<file path="config.mk">
export PLATFORM = sky130hd
export DESIGN_NAME = mux_scan_ctrl
export DESIGN_NICKNAME = d
export VERILOG_FILES = /design/src/rtl/mux_scan_pkg.sv /design/src/rtl/mux_scan_hold_cnt.sv /design/src/rtl/mux_scan_ctrl.sv
export SDC_FILE = /design/constraint.sdc
export NUM_CORES = 1
export LEC_CHECK = 0
export ABC_AREA = 1
export ABC_CLOCK_PERIOD_IN_PS = 2040
export BUFFER_PORTS_ARGS = -buffer_cell sky130_fd_sc_hd__buf_2
export CAP_MARGIN = 20
export CORE_ASPECT_RATIO = 1.1
export CORE_MARGIN = 3
export CORE_UTILIZATION = 49
export CTS_CLUSTER_SIZE = 12
export DETAILED_ROUTE_END_ITERATION = 6
export MAX_ROUTING_LAYER = met4
export PLACE_DENSITY = 0.76
export SYNTH_ARGS = -nofsm -noshare
export SYNTH_HDL_FRONTEND = slang
export SYNTH_SLANG_ARGS = --single-unit
</file>
<file path="constraint.sdc">
create_clock -name clk -period 2.04 [get_ports clk]
set_clock_uncertainty 0.2 [all_clocks]
set_input_delay 0.102 -clock clk [delete_from_list [all_inputs] [get_ports clk]]
set_output_delay 0.102 -clock clk [all_outputs]
set_load 0.005 [all_outputs]
</file>
<file path="src/rtl/mux_scan_pkg.sv">
// Shared definitions for the mux scan controller: widths, FSM state type
// and a small bit-insert helper used by the capture path.
package mux_scan_pkg;

    localparam int SEL_W  = 3;
    localparam int DATA_W = 2 ** SEL_W;

    // Last select value of a scan; the FSM leaves SCAN after sampling it.
    localparam logic [SEL_W-1:0] SEL_MAX = '1;

    typedef enum logic [1:0] {
        IDLE = 2'd0,
        SCAN = 2'd1,
        DONE = 2'd2
    } scan_state_t;

    // Returns word with bit idx replaced by b.
    function automatic logic [DATA_W-1:0] set_bit(
        input logic [DATA_W-1:0] word,
        input logic [SEL_W-1:0]  idx,
        input logic              b
    );
        logic [DATA_W-1:0] r;
        r      = word;
        r[idx] = b;
        return r;
    endfunction

endpackage

</file>
<file path="src/rtl/mux_scan_hold_cnt.sv">
// Hold-time down-counter for the scan controller.
// Counts HOLD_CYC enabled cycles per select value; 'tick' is high during the
// last enabled cycle of each hold window, which is the cycle y is sampled in.
// 'clear' reloads the counter so a fresh scan starts a full window.
module mux_scan_hold_cnt #(
    parameter int HOLD_CYC = 1
) (
    input  logic clk,
    input  logic rst_n,
    input  logic clear,
    input  logic en,
    output logic tick
);

    localparam int CNT_W = (HOLD_CYC > 1) ? $clog2(HOLD_CYC) : 1;
    localparam logic [CNT_W-1:0] RELOAD = CNT_W'(HOLD_CYC - 1);

    logic [CNT_W-1:0] cnt;

    // Down-count while enabled, reloading after the terminal count.
    always_ff @(posedge clk or negedge rst_n) begin
        if (!rst_n) begin
            cnt <= RELOAD;
        end else if (clear) begin
            cnt <= RELOAD;
        end else if (en) begin
            if (cnt == '0) begin
                cnt <= RELOAD;
            end else begin
                cnt <= cnt - CNT_W'(1);
            end
        end
    end

    assign tick = en && (cnt == '0);

endmodule

</file>
<file path="src/rtl/mux_scan_ctrl.sv">
// Sequential feeder/collector around an 8:1 bit mux.
// Accepts a word (valid/ready), drives it on mux_a, steps mux_s 0..7 holding
// each value HOLD_CYC cycles, samples mux_y into out_data[mux_s], then offers
// the rebuilt word on a valid/ready output.
// Optional build macro: MUX_SCAN_CHECK_EN adds a sticky scan_err flag that is
// set when the rebuilt word differs from mux_a; otherwise scan_err is tied 0.
//
// Handshakes: a transfer happens on a rising edge where valid && ready are
// both high; valid never depends on ready, and a producer keeps valid and
// data stable until that transfer edge.
module mux_scan_ctrl
    import mux_scan_pkg::*;
#(
    parameter int HOLD_CYC = 1
) (
    input  logic              clk,
    input  logic              rst_n,
    input  logic              in_valid,
    output logic              in_ready,
    input  logic [DATA_W-1:0] in_data,
    output logic [DATA_W-1:0] mux_a,
    output logic [SEL_W-1:0]  mux_s,
    input  logic              mux_y,
    output logic              out_valid,
    input  logic              out_ready,
    output logic [DATA_W-1:0] out_data,
    output logic              busy,
    output logic              scan_err,
    output scan_state_t       dbg_state
);

    scan_state_t       state;
    scan_state_t       next_state;
    logic              accept;
    logic              scan_en;
    logic              tick;
    logic              last_sample;
    logic              in_ready_c;
    logic              out_valid_c;
    logic              busy_c;
    logic [DATA_W-1:0] captured;

    // Decodes kept outside the FSM block so the counter's tick can feed
    // next-state logic without forming a block-level loop.
    assign scan_en     = (state == SCAN);
    assign accept      = (state == IDLE) && in_valid && rst_n;
    assign last_sample = scan_en && tick && (mux_s == SEL_MAX);
    assign captured    = set_bit(out_data, mux_s, mux_y);

    mux_scan_hold_cnt #(
        .HOLD_CYC (HOLD_CYC)
    ) u_hold_cnt (
        .clk   (clk),
        .rst_n (rst_n),
        .clear (accept),
        .en    (scan_en),
        .tick  (tick)
    );

    // FSM state register.
    always_ff @(posedge clk or negedge rst_n) begin
        if (!rst_n) begin
            state <= IDLE;
        end else begin
            state <= next_state;
        end
    end

    // Next-state and handshake outputs.
    always_comb begin
        next_state  = state;
        in_ready_c  = 1'b0;
        out_valid_c = 1'b0;
        busy_c      = 1'b0;
        case (state)
            IDLE: begin
                in_ready_c = 1'b1;
                if (in_valid) begin
                    next_state = SCAN;
                end
            end
            SCAN: begin
                busy_c = 1'b1;
                if (last_sample) begin
                    next_state = DONE;
                end
            end
            DONE: begin
                busy_c      = 1'b1;
                out_valid_c = 1'b1;
                if (out_ready) begin
                    next_state = IDLE;
                end
            end
            default: begin
                next_state = IDLE;
            end
        endcase
    end

    // in_ready is masked by rst_n so it reads 0 while reset is asserted even
    // though the state register already sits in IDLE.
    assign in_ready  = in_ready_c && rst_n;
    assign out_valid = out_valid_c;
    assign busy      = busy_c;
    assign dbg_state = state;

    // Mux drive and capture path: load on accept, sample on each tick,
    // park select at 0 while the result waits in DONE.
    always_ff @(posedge clk or negedge rst_n) begin
        if (!rst_n) begin
            mux_a    <= '0;
            mux_s    <= '0;
            out_data <= '0;
        end else if (accept) begin
            mux_a    <= in_data;
            mux_s    <= '0;
            out_data <= '0;
        end else if (scan_en && tick) begin
            out_data <= captured;
            if (mux_s != SEL_MAX) begin
                mux_s <= mux_s + SEL_W'(1);
            end
        end else if (state == DONE) begin
            mux_s <= '0;
        end
    end

`ifdef MUX_SCAN_CHECK_EN
    // Sticky compare of the completed word against the driven word, taken on
    // the edge that enters DONE (the final bit is still in flight on mux_y).
    always_ff @(posedge clk or negedge rst_n) begin
        if (!rst_n) begin
            scan_err <= 1'b0;
        end else if (last_sample && (captured != mux_a)) begin
            scan_err <= 1'b1;
        end
    end
`else
    assign scan_err = 1'b0;
`endif

endmodule
</file>
==> parameters.txt <==
Parameter                              Value

Routing
  1st-pass router iterations ... 4
  Post-route DRC ... 0
  Final wirelength ... approximately 2700 um
  Antenna viol nets, final ... 0
  Vias per std cell ... 4.774
  Vias post-DR ... between 1000 and 1500
  Initial detailed-routing violation count ... 17
  Post-DR wirelength/cell ... between 10 and 15 um

Floorplanning
  Chip width ... between 50 and 60 um
  Total die area ... about 0.0030 mm2
  I/O pin total ... 38
  Vertical extent of the die ... between 50 and 60 um
  Area of the core region ... 0.002148 mm2
  Starting utilization of the core area ... 0.5469
  Standard-cell row count ... 17

CTS
  Buffers from clock root to sink, at most ... 2
  Master cell of the clock root buffer ... sky130_fd_sc_hd__clkbuf_4
  Clock latency at the later pin of the worst-skew pair ... between 300 and 400 ps
  Total clock buffers created by CTS ... 3
  Register clock-pin slew on the reported worst setup and hold paths ... 120 ps
  # hold bufs at CTS ... 13
  Number of sinks on the clock net ... 21
  # Post-CTS Setup Buffers ... 0
  H-tree lvl count ... 1
  Post-CTS sizing ... 0
  Clock tree from TritonCTS ... built

Worst setup path
  Critical setup path kind ... flip-flop to primary output
  Largest stage delay, worst path ... between 400 and 500 ps
  Slowest cell on crit path ... sky130_fd_sc_hd__dfrtp_1
  Worst path bufs/invs ... 3
  Crit start category ... flip-flop
  CP Launch Point ... dbg_state[0]
  CP arrival ... approximately 1600 ps
  Max FO, Critical Path ... 9
  Setup slack, reg-to-reg ... around 290 ps
  Critical path endpoint category ... primary output
  Number of cells traversed by the worst register-to-register path ... 7
  Crit Reg-Reg Startpoint ... dbg_state[1]
  Worst Setup EP ... in_ready
  Required time of the worst setup path ... about 1700 ps
  Cell-by-cell trace of the critical path ... inv_1, ha_1, nand2_1, clkinv_1, buf_2
  Levels on crit path ... 5
  Worst flop-to-flop path endpoint ... out_data[2]
  Top Family by Delay on Critical Path ... buffers and inverters

Synth
  Adder and majority cell fraction of the synthesized area ... 0.07455
  Number of distinct library cells after synthesis ... 17
  Simple-Gate Fraction of Synth Area ... 0.3781
  Average instance area after synthesis ... 7.531 um2
  XOR/XNOR share of the synthesized area ... 0
  Number of instances in the synthesized netlist ... approximately 160
  Ranking of synthesized cells by area ... sky130_fd_sc_hd__dfrtp_1 (45%), sky130_fd_sc_hd__nand2_1 (22%), sky130_fd_sc_hd__ha_1 (7.5%)
  Post-synthesis net count ... approximately 180
  Cell type with the largest total area after synthesis ... sky130_fd_sc_hd__dfrtp_1
  Area of the mapped netlist ... 0.001175 mm2
  Main combinational cell family by area after synthesis ... simple AND/OR/NAND/NOR gates
  Synthesized-area fraction occupied by ao, oa, aoi and oai cells ... 0
  Proportion of netlist area held by the largest area contributor ... 0.4473
  Part of the Yosys area used for sequential elements ... 0.4473
  Mux cell area share after synthesis ... 0
  Synthesis Warnings ... 0
  #FFs+latches synth ... 21

STA
  Final period util ... 0.9285
  RSZ-0062 raised after global routing ... no
  Number of hold violations in the final report ... 0
  Slew Viols, Final ... 0
  Final setup violation count ... 0
  Final setup TNS ... 0 ps
  Worst hold slack ... about 180 ps
  Final critical path time including I/O delays and setup ... between 1500 and 2000 ps
  Achievable frequency ... ~530 MHz

Global routing
  Global-route wire length before repair ... ~4400 um
  Met2 GRT Util ... 0.3316
  GRT Overall Usage ... 0.2033
  Met3 Use GR ... 0.02350
  Number of global-route vias before repair ... between 900 and 1000
  Remaining global-route overflow ... 0
  Met1 demand-to-capacity share in global routing ... 0.2496
  Most used routing layer ... met2
  Initial antenna violation count ... 0
  Largest net degree at the start of global routing ... 24

Flow run
  Number of max-cap violations ... 0

Finish
  Fraction of final layout cells sized beyond drive strength 1 ... 0.2379
  Total number of nets in the final design ... 227
  Commonest non-fill, non-tap cells in the layout ... sky130_fd_sc_hd__nand2_1 (68), sky130_fd_sc_hd__buf_2 (36), sky130_fd_sc_hd__dfrtp_1 (21)
  Number of diodes added for antenna fixing ... 0
  Most common cell after layout, fill and taps aside ... sky130_fd_sc_hd__nand2_1
  Final core utilization ... 0.7094
  Post-Layout Cell Count ... about 230
  Area grow syn2layout ... 29.71%

Place
  Total half-perimeter wirelength after legalization and detailed placement ... 1916 um
  Number of I/O port buffers ... 36
  Total instance count after detailed placement ... 217
  Final GP Congestion ... just under 0.9

Pwr
  Leak pwr ... about 0.93 nW
  Total power ... between 1.5 and 2 mW
  Max IR drop VDD ... ~0.65 mV
  Pwr dens ... between 1000 and 1500 mW/mm2

Hold path
  Path category of the worst min-delay check ... input pin to asynchronous set/reset pin

Outcome
  Result of the run ... finished clean
-- area by class of cell --
| class | instances | area, um2 |
|---|---|---|
| Fill cell | 194 | 624.3 |
| Multi-Input combinational cell | 109 | 535.5 |
| Sequential cell | 21 | 525.5 |
| Timing Repair Buffer | 50 | 317.8 |
| Inverter | 22 | 82.58 |
| Tap cell | 28 | 35.03 |
| Clock buffer | 3 | 22.52 |
| Clock inverter | 1 | 5.005 |
-- metrics by stage --
step	cell area, um2	setup slack [ps]
final	1524	145.9
after global routing	1524	0.5584
after CTS	1524	111.7
after detailed placement	1366	301.4
after global placement	1366	374.2
after floorplan	1175	545.7
-- cells in the mapped netlist --
cell type	count
sky130_fd_sc_hd__nand2_1	68
sky130_fd_sc_hd__dfrtp_1	21
sky130_fd_sc_hd__nand3_4	1
sky130_fd_sc_hd__ha_1	7
sky130_fd_sc_hd__buf_4	2
sky130_fd_sc_hd__inv_1	17
sky130_fd_sc_hd__conb_1	1
sky130_fd_sc_hd__nand2_2	3
sky130_fd_sc_hd__nor2_2	1
sky130_fd_sc_hd__inv_2	2
sky130_fd_sc_hd__nand4_1	7
sky130_fd_sc_hd__nor2_4	1
sky130_fd_sc_hd__buf_2	1
sky130_fd_sc_hd__buf_6	1
sky130_fd_sc_hd__nand3_1	13
sky130_fd_sc_hd__clkinv_1	3
sky130_fd_sc_hd__nor2_1	7
-- cell families (layout without fill, tap and decap cells) --
logic type / count (synthesis) / after routing
flip-flops: 21 / 21
other: 1 / 1
AND/OR/NAND/NOR: 101 / 101
adder cells (fa/ha/maj): 7 / 7
buffers and inverters: 26 / 76
-- worst min path at each step --
stage / to / slack (ps) / cells after the start
floorplan: dbg_state[0] / -390 / 0
CTS: mux_a[0] / 180 / 3
global route: out_data[3] / 180 / 3
global placement: dbg_state[0] / -260 / 1
detailed placement: dbg_state[0] / -260 / 1
finish: out_data[6] / 180 / 3
-- state kept, by name, summed over array words and instances (netlist names) --
register / cells
dbg_state: 2
mux_a: 8
mux_s: 3
out_data: 8
-- worst min-delay path, delay by kind of cell --
kind                   cells  cell delay (ps)
buffers and inverters      3              970
-- metal layers --
metal	part of all wire	wire, um	vias to the layer above
met2	0.51	1395	28
met1	0.43	1167	506
met4	0.017	46	0
met3	0.047	128	4
met5	0	0	-
li1	-	-	579
-- where the power goes --
group          switching, mW  internal (mW)  leakage [nW]
Combinational          0.408          0.296         0.638
Sequential             0.112          0.557         0.274
Clock                  0.128         0.0732        0.0177
No activity file was read; power rests on OpenSTA's default activity.
